$ cat config.mk
export PLATFORM = sky130hd
export DESIGN_NAME = aes_arbiter_flat
export DESIGN_NICKNAME = d
export VERILOG_FILES = /design/src/rtl/aes_pkg.sv /design/src/rtl/aes_arbiter_if.sv /design/src/rtl/aes_rr_grant.sv /design/src/rtl/aes_arbiter.sv /design/src/flat_wrapper.sv
export SDC_FILE = /design/constraint.sdc
export NUM_CORES = 1
export LEC_CHECK = 0
export CAP_MARGIN = 20
export CORE_AREA = 2 2 404 406
export DETAILED_ROUTE_END_ITERATION = 8
export DIE_AREA = 0 0 406 408
export GPL_TIMING_DRIVEN = 0
export PLACE_DENSITY = 0.34
export REMOVE_ABC_BUFFERS = 1
export SETUP_SLACK_MARGIN = 0.5
export SLEW_MARGIN = 20
export SYNTH_ARGS = -nofsm -noshare
export SYNTH_HDL_FRONTEND = slang
export SYNTH_SLANG_ARGS = --single-unit
$ cat constraint.sdc
create_clock -name i_Clk -period 4.1 [get_ports i_Clk]
set_input_delay 0.41 -clock i_Clk [delete_from_list [all_inputs] [get_ports i_Clk]]
set_output_delay 0.41 -clock i_Clk [all_outputs]
set_load 0.01 [all_outputs]
$ cat src/rtl/aes_pkg.sv
// aes_pkg: shared definitions for the two-port AES core arbiter.
// State encoding, block width and requester count.
package aes_pkg;

    localparam int AES_W = 128;
    localparam int N_REQ = 2;

    localparam logic [1:0] ST_IDLE  = 2'd0;
    localparam logic [1:0] ST_START = 2'd1;
    localparam logic [1:0] ST_WAIT  = 2'd2;
    localparam logic [1:0] ST_RESP  = 2'd3;

    typedef enum logic [1:0] {
        IDLE  = ST_IDLE,
        START = ST_START,
        WAIT  = ST_WAIT,
        RESP  = ST_RESP
    } state_t;

endpackage

$ cat src/rtl/aes_arbiter_if.sv
// aes_arbiter_if: requester handshakes and AES core hookup.
// slave = arbiter side, master = requesters plus core side.
interface aes_arbiter_if
    import aes_pkg::*;
#(
    parameter int DATA_W = AES_W
);
    logic              i_Req0;
    logic              i_Req1;
    logic              i_Dec0;
    logic              i_Dec1;
    logic [DATA_W-1:0] i_Text0;
    logic [DATA_W-1:0] i_Text1;
    logic [DATA_W-1:0] i_Key0;
    logic [DATA_W-1:0] i_Key1;
    logic              o_Ack0;
    logic              o_Ack1;
    logic              o_Vld0;
    logic              o_Vld1;
    logic              i_Rdy0;
    logic              i_Rdy1;
    logic [DATA_W-1:0] o_Data;
    logic              o_Err;
    logic              o_Busy;
    logic              o_fStart;
    logic              o_fDec;
    logic [DATA_W-1:0] o_Text;
    logic [DATA_W-1:0] o_Key;
    logic [DATA_W-1:0] i_Data;
    logic              i_fDone;

    modport slave (
        input  i_Req0, i_Req1, i_Dec0, i_Dec1,
        input  i_Text0, i_Text1, i_Key0, i_Key1,
        input  i_Rdy0, i_Rdy1, i_Data, i_fDone,
        output o_Ack0, o_Ack1, o_Vld0, o_Vld1,
        output o_Data, o_Err, o_Busy,
        output o_fStart, o_fDec, o_Text, o_Key
    );

    modport master (
        output i_Req0, i_Req1, i_Dec0, i_Dec1,
        output i_Text0, i_Text1, i_Key0, i_Key1,
        output i_Rdy0, i_Rdy1, i_Data, i_fDone,
        input  o_Ack0, o_Ack1, o_Vld0, o_Vld1,
        input  o_Data, o_Err, o_Busy,
        input  o_fStart, o_fDec, o_Text, o_Key
    );

endinterface

$ cat src/rtl/aes_rr_grant.sv
// aes_rr_grant: 2-way round-robin pick.
// A lone request always wins; on a tie the pointer's port wins.
module aes_rr_grant
    import aes_pkg::*;
(
    input  logic [N_REQ-1:0] req,
    input  logic             ptr,
    input  logic             en,
    output logic [N_REQ-1:0] gnt,
    output logic             ptr_nxt
);

    // one-hot grant, pointer moves to the other port after a grant
    always_comb begin
        gnt     = '0;
        ptr_nxt = ptr;
        if (en) begin
            unique case (req)
                2'b01:   gnt = 2'b01;
                2'b10:   gnt = 2'b10;
                2'b11:   gnt = ptr ? 2'b10 : 2'b01;
                default: gnt = 2'b00;
            endcase
        end
        if (gnt[0]) begin
            ptr_nxt = 1'b1;
        end else if (gnt[1]) begin
            ptr_nxt = 1'b0;
        end
    end

endmodule

$ cat src/rtl/aes_arbiter.sv
// aes_arbiter: shares one AES-128 core between two requesters.
// Optional WAIT watchdog is enabled by defining AES_ARB_TIMEOUT_EN.
module aes_arbiter
    import aes_pkg::*;
#(
    parameter int DATA_W  = 128,
    parameter int TIMEOUT = 31
) (
    input logic          i_Clk,
    input logic          i_Rst,
    aes_arbiter_if.slave bus
);

    if (DATA_W != AES_W) begin : g_bad_width
        $error("aes_arbiter: DATA_W must be 128");
    end
    if (TIMEOUT < 2) begin : g_bad_timeout
        $error("aes_arbiter: TIMEOUT must be at least 2");
    end

    state_t            state;
    state_t            state_nxt;
    logic              ptr;
    logic              ptr_nxt;
    logic              owner;
    logic              dec_q;
    logic [DATA_W-1:0] text_q;
    logic [DATA_W-1:0] key_q;
    logic [DATA_W-1:0] res_q;
    logic              err_q;
    logic [N_REQ-1:0]  req;
    logic [N_REQ-1:0]  gnt;
    logic              grant_en;
    logic              tmo;

    assign req      = {bus.i_Req1, bus.i_Req0};
    assign grant_en = (state == IDLE) && i_Rst;

    aes_rr_grant u_grant (
        .req     (req),
        .ptr     (ptr),
        .en      (grant_en),
        .gnt     (gnt),
        .ptr_nxt (ptr_nxt)
    );

`ifdef AES_ARB_TIMEOUT_EN
    localparam int CNT_W = $clog2(TIMEOUT + 1);
    logic [CNT_W-1:0] cnt;

    // count WAIT cycles; zero whenever outside WAIT
    always_ff @(posedge i_Clk or negedge i_Rst) begin
        if (!i_Rst) begin
            cnt <= '0;
        end else if (state != WAIT) begin
            cnt <= '0;
        end else begin
            cnt <= cnt + 1'b1;
        end
    end

    assign tmo = (state == WAIT) && (cnt == CNT_W'(TIMEOUT - 1));
`else
    assign tmo = 1'b0;
`endif

    // state register
    always_ff @(posedge i_Clk or negedge i_Rst) begin
        if (!i_Rst) begin
            state <= IDLE;
        end else begin
            state <= state_nxt;
        end
    end

    // next state and handshake outputs
    always_comb begin
        state_nxt    = state;
        bus.o_Ack0   = gnt[0];
        bus.o_Ack1   = gnt[1];
        bus.o_Vld0   = 1'b0;
        bus.o_Vld1   = 1'b0;
        bus.o_Err    = 1'b0;
        bus.o_Busy   = (state != IDLE);
        bus.o_fStart = 1'b0;
        unique case (state)
            IDLE: begin
                if (|gnt) state_nxt = START;
            end
            START: begin
                bus.o_fStart = 1'b1;
                state_nxt    = WAIT;
            end
            WAIT: begin
                if (bus.i_fDone || tmo) state_nxt = RESP;
            end
            RESP: begin
                bus.o_Vld0 = !owner;
                bus.o_Vld1 = owner;
                bus.o_Err  = err_q;
                if (owner ? bus.i_Rdy1 : bus.i_Rdy0) state_nxt = IDLE;
            end
            default: state_nxt = IDLE;
        endcase
    end

    // capture request on grant, result on done or timeout
    always_ff @(posedge i_Clk or negedge i_Rst) begin
        if (!i_Rst) begin
            ptr    <= 1'b0;
            owner  <= 1'b0;
            dec_q  <= 1'b0;
            text_q <= '0;
            key_q  <= '0;
            res_q  <= '0;
            err_q  <= 1'b0;
        end else begin
            ptr <= ptr_nxt;
            if (state == IDLE && |gnt) begin
                owner  <= gnt[1];
                dec_q  <= gnt[1] ? bus.i_Dec1  : bus.i_Dec0;
                text_q <= gnt[1] ? bus.i_Text1 : bus.i_Text0;
                key_q  <= gnt[1] ? bus.i_Key1  : bus.i_Key0;
            end
            if (state == WAIT) begin
                if (bus.i_fDone) begin
                    res_q <= bus.i_Data;
                    err_q <= 1'b0;
                end else if (tmo) begin
                    res_q <= '0;
                    err_q <= 1'b1;
                end
            end
        end
    end

    assign bus.o_Data = res_q;
    assign bus.o_Text = text_q;
    assign bus.o_Key  = key_q;
    assign bus.o_fDec = dec_q;

endmodule

$ cat src/flat_wrapper.sv
// flat-port wrapper written by rule: the top's interface ports become plain ports
module aes_arbiter_flat import aes_pkg::*;
#(
    parameter int DATA_W  = 128,
    parameter int TIMEOUT = 31
)
  (i_Clk, i_Rst, bus_i_Req0, bus_i_Req1, bus_i_Dec0, bus_i_Dec1, bus_i_Text0, bus_i_Text1, bus_i_Key0, bus_i_Key1, bus_i_Rdy0, bus_i_Rdy1, bus_i_Data, bus_i_fDone, bus_o_Ack0, bus_o_Ack1, bus_o_Vld0, bus_o_Vld1, bus_o_Data, bus_o_Err, bus_o_Busy, bus_o_fStart, bus_o_fDec, bus_o_Text, bus_o_Key);
  aes_arbiter_if #(.DATA_W(DATA_W)) bus_i ();
  input logic i_Clk;
  input logic i_Rst;
  input wire logic [$bits(bus_i.i_Req0)-1:0] bus_i_Req0;
  input wire logic [$bits(bus_i.i_Req1)-1:0] bus_i_Req1;
  input wire logic [$bits(bus_i.i_Dec0)-1:0] bus_i_Dec0;
  input wire logic [$bits(bus_i.i_Dec1)-1:0] bus_i_Dec1;
  input wire logic [$bits(bus_i.i_Text0)-1:0] bus_i_Text0;
  input wire logic [$bits(bus_i.i_Text1)-1:0] bus_i_Text1;
  input wire logic [$bits(bus_i.i_Key0)-1:0] bus_i_Key0;
  input wire logic [$bits(bus_i.i_Key1)-1:0] bus_i_Key1;
  input wire logic [$bits(bus_i.i_Rdy0)-1:0] bus_i_Rdy0;
  input wire logic [$bits(bus_i.i_Rdy1)-1:0] bus_i_Rdy1;
  input wire logic [$bits(bus_i.i_Data)-1:0] bus_i_Data;
  input wire logic [$bits(bus_i.i_fDone)-1:0] bus_i_fDone;
  output wire logic [$bits(bus_i.o_Ack0)-1:0] bus_o_Ack0;
  output wire logic [$bits(bus_i.o_Ack1)-1:0] bus_o_Ack1;
  output wire logic [$bits(bus_i.o_Vld0)-1:0] bus_o_Vld0;
  output wire logic [$bits(bus_i.o_Vld1)-1:0] bus_o_Vld1;
  output wire logic [$bits(bus_i.o_Data)-1:0] bus_o_Data;
  output wire logic [$bits(bus_i.o_Err)-1:0] bus_o_Err;
  output wire logic [$bits(bus_i.o_Busy)-1:0] bus_o_Busy;
  output wire logic [$bits(bus_i.o_fStart)-1:0] bus_o_fStart;
  output wire logic [$bits(bus_i.o_fDec)-1:0] bus_o_fDec;
  output wire logic [$bits(bus_i.o_Text)-1:0] bus_o_Text;
  output wire logic [$bits(bus_i.o_Key)-1:0] bus_o_Key;
  assign bus_i.i_Req0 = bus_i_Req0;
  assign bus_i.i_Req1 = bus_i_Req1;
  assign bus_i.i_Dec0 = bus_i_Dec0;
  assign bus_i.i_Dec1 = bus_i_Dec1;
  assign bus_i.i_Text0 = bus_i_Text0;
  assign bus_i.i_Text1 = bus_i_Text1;
  assign bus_i.i_Key0 = bus_i_Key0;
  assign bus_i.i_Key1 = bus_i_Key1;
  assign bus_i.i_Rdy0 = bus_i_Rdy0;
  assign bus_i.i_Rdy1 = bus_i_Rdy1;
  assign bus_i.i_Data = bus_i_Data;
  assign bus_i.i_fDone = bus_i_fDone;
  assign bus_o_Ack0 = bus_i.o_Ack0;
  assign bus_o_Ack1 = bus_i.o_Ack1;
  assign bus_o_Vld0 = bus_i.o_Vld0;
  assign bus_o_Vld1 = bus_i.o_Vld1;
  assign bus_o_Data = bus_i.o_Data;
  assign bus_o_Err = bus_i.o_Err;
  assign bus_o_Busy = bus_i.o_Busy;
  assign bus_o_fStart = bus_i.o_fStart;
  assign bus_o_fDec = bus_i.o_fDec;
  assign bus_o_Text = bus_i.o_Text;
  assign bus_o_Key = bus_i.o_Key;
  aes_arbiter #(.DATA_W(DATA_W), .TIMEOUT(TIMEOUT)) u_core (.i_Clk(i_Clk), .i_Rst(i_Rst), .bus(bus_i));
endmodule
==> run_results.csv <==
group,metric,value,unit
logic_synthesis,async_flop_share,100,%
logic_synthesis,yosysMostFrequentCell,"nand2_1",
logic_synthesis,syn_inst,1734,
timing,whs,0.329,ns
detailed_routing,drc,0,
setup_path,crit_path_start_kind,"flop",
logic_synthesis,synth_compound_area_share,16.3,%
detailed_routing,num_vias,17700,
logic_synthesis,ys_ff_latch,389,
logic_synthesis,synth_simple_gate_area_share,17.4,%
logic_synthesis,syn_area_per_cell,10.9,um^2
timing,fin_crit_sh,82.5,%
global_routing,grt_pass1_wl,166,mm
timing,setup_viol,0,
hold_path,hold-path-endpoint,"u_core.bus.o_Key[74]",
logic_synthesis,muxShareOfSynthArea,7.82,%
setup_path,endpoint_kind,"primary output",
setup_path,ff2ff_path_depth,14,
timing,clock_skew,0.0279,ns
power_and_ir_drop,p_leak,13.5,nW
final_layout,stdcell_count,4964,
timing,fmax,296,MHz
cts,clk_pin_slew,0.06,ns
logic_synthesis,synth_top_area_share,51.7,%
timing,max_slew_margin,56.5,%
logic_synthesis,synthFlopType,"dfrtp_1",
global_routing,grtUsageTotal,14.3,%
global_routing,grt_pass1_vias,18700,
logic_synthesis,ys_seq_area_share,51.7,%
timing,hold_viol,0,
setup_path,regToRegSetupSlack,1.14,ns
floorplan,core-area,162000,um^2
cts,clk_latency,0.65,ns
global_routing,grt_antenna_before_repair,43,
timing,maxSlewViolCount,0,
timing,rsz0062_at_grt,"false",
cts,numClockSinks,389,
setup_path,worstPathArrival,2.97,ns
setup_path,cp_max_fo,16,
placed_design,dpl.hpwl,96.6,mm
detailed_routing,first_iter_violations,899,
cts,cts_buffer_depth,3,
cts,cts_root_buf,"clkbuf_16",
floorplan,num_io_pins,1041,
logic_synthesis,synth_top_area_cell,"dfrtp_1",
cts,h-tree-depth,2,
final_layout,final_nets,3390,
logic_synthesis,syn_area,18800,um^2
hold_path,min_path_type,"in2reg",
power_and_ir_drop,power_density,705,nW/um^2
floorplan,num_rows,148,
global_routing,grt_overflow,0,
logic_synthesis,synthAdderAreaFrac,0.332,%
detailed_routing,drt_first_pass_iters,5,
placed_design,dp_cells,4843,
floorplan,die_area,166000,um^2
setup_path,path_class,"reg2out",
timing,worst_slew_pin_slew,0.650,ns
run_status,status,"complete, no violations",
run,cap_violations,0,
logic_synthesis,synthTopCellsByArea,"dfrtp_1 52%, o211ai_2 14%, nand2_1 10%",
power_and_ir_drop,vdd_ir_drop_max,0.000313,V
floorplan,die_w,406,um
logic_synthesis,synth_top_family_by_area,"simple AND/OR/NAND/NOR gates",
hold_path,hp-start,"bus_i_Key0[74]",
final_layout,drive_above_1_share,17.9,%
timing,period_minus_slack,3.38,ns
logic_synthesis,synth_edf_count,0,
logic_synthesis,synth_xor_area_share,0,%
global_routing,grt_max_degree,78,
hold_path,hold_depth,3,
logic_synthesis,synthDistinctLibCells,29,
detailed_routing,post_drt_wl_per_cell,24.7,um
floorplan,start_util,11.6,%
setup_path,r2r_start,"u_core.state[1]",
setup_path,cp_data_required_time,3.69,ns
logic_synthesis,synth_commonest_cells,"515 x nand2_1, 389 x dfrtp_1, 259 x nand3_1, 214 x o211ai_2, 129 x mux2_2",
setup_path,r2r-end,"u_core.bus.o_Text[51]",
detailed_routing,ant_nets,0,
cts,numCtsBuffers,55,
logic_synthesis,yosysWarnings,0,
placed_design,gp_congestion,0.812,
floorplan,fp.dieH,408,um
final_layout,synthToLayoutAreaGrowth,81.5,%
cts,cts_tree,"done",
detailed_routing,wl,123,mm
detailed_routing,viasPerCell,3.56,
placed_design,port_buffers,1039,
## power by group
group / switching (mW) / internal, mW
Combinational: 6.05 / 6.01
Sequential: 1.28 / 5.79
Clock: 2.09 / 2.86
## per-layer routing
layer  routed length (um)  part of all wire, %  GRT usage (%)  up-vias
li1                     -                    -              -     8103
met1                51000                   42           17.5     8744
met2                58600                   48           23.9      627
met3                10300                  8.4           5.15      154
met4                 2570                  2.1           3.01       66
met5                  408                 0.33              0        -
## layout by cell type (no fill, tap or decap), types with 11 or more instances in the layout
| master | count |
|---|---|
| mux2_2 | 129 |
| nand3_1 | 258 |
| clkbuf_16 | 55 |
| clkbuf_8 | 22 |
| nand2_1 | 514 |
| o211ai_1 | 44 |
| diode_2 | 11 |
| clkdlybuf4s50_1 | 1038 |
| clkbuf_1 | 17 |
| dfrtp_1 | 389 |
| buf_16 | 44 |
| buf_12 | 13 |
| o211ai_2 | 213 |
## layout make-up
class	count	area, um^2
clock inverters	5	50.0
inverters	3	11.3
flip-flops and latches	389	9730
well taps	2175	2720
repair buffers	1104	12000
fillers	17700	127000
clock buffers	94	1740
diodes	11	27.5
multi-input cells	1183	7940
## repair_timing
action,4_1_cts,5_1_grt
hold buffers,7,0
pin swaps,2,1
setup endpoints to repair,1,1
buffers inserted,4,0
gates resized for setup,6,1
hold endpoints to repair,46,0
## cell families after synthesis
group | after synthesis
AOI/OAI and AO/OA | 264
adders and majority gates | 5
other | 1
muxes | 131
and+or+nand+nor | 782
DFF | 389
buffers and inverters | 162
## registers in the layout, summed over array words and instances, names as in the netlist
| name | count |
|---|---|
| u_core.bus.o_Data | 128 |
| u_core.bus.o_fDec | 1 |
| u_core.state | 2 |
| u_core.bus.o_Text | 128 |
| u_core.owner | 1 |
| u_core.ptr | 1 |
| u_core.bus.o_Key | 128 |
## critical path: stages (launching register included)
cell	delay, ns
dfrtp_1	0.42
inv_2	0.11
ha_4	0.22
nand3_2	0.12
nor2_4	0.16
buf_12	0.14
buf_16	0.17
buf_16	0.13
buf_16	0.10
buf_8	0.15
clkdlybuf4s50_1	0.55
## metrics by stage
| step | utilization [%] | area (um^2) | power, mW | worst slack (ns) | TNS, ns |
|---|---|---|---|---|---|
| detailed placement | 19.9 | 32200 | 19.5 | -0.0285 | -0.0285 |
| CTS | 21.1 | 34100 | 24.8 | 0.573 | 0 |
| global placement | 19.0 | 30700 | 19.8 | -57.23 | - |
| finish | 21.1 | 34200 | 24.1 | 0.716 | 0 |
| floorplan | - | 17600 | 11.5 | -2.25 | -538.73 |
| global route | 21.1 | 34200 | 25.5 | 0.538 | 0 |
## how the worst max path moves through the flow
stage          depth (start not counted)                     to            start  slack, ns
4_1_cts                               10             bus_o_Ack1  u_core.state[1]       0.57
3_5_place_dp                          10             bus_o_Ack1            i_Rst      -0.03
3_3_place_gp                           4   u_core.bus.o_Key[84]            i_Rst     -57.23
6_report                              10             bus_o_Ack1  u_core.state[1]       0.72
5_1_grt                               10             bus_o_Ack1  u_core.state[1]       0.54
2_1_floorplan                          5  u_core.bus.o_Key[127]  u_core.state[0]      -2.25
Note: power is estimated with default switching activity, not from simulation.
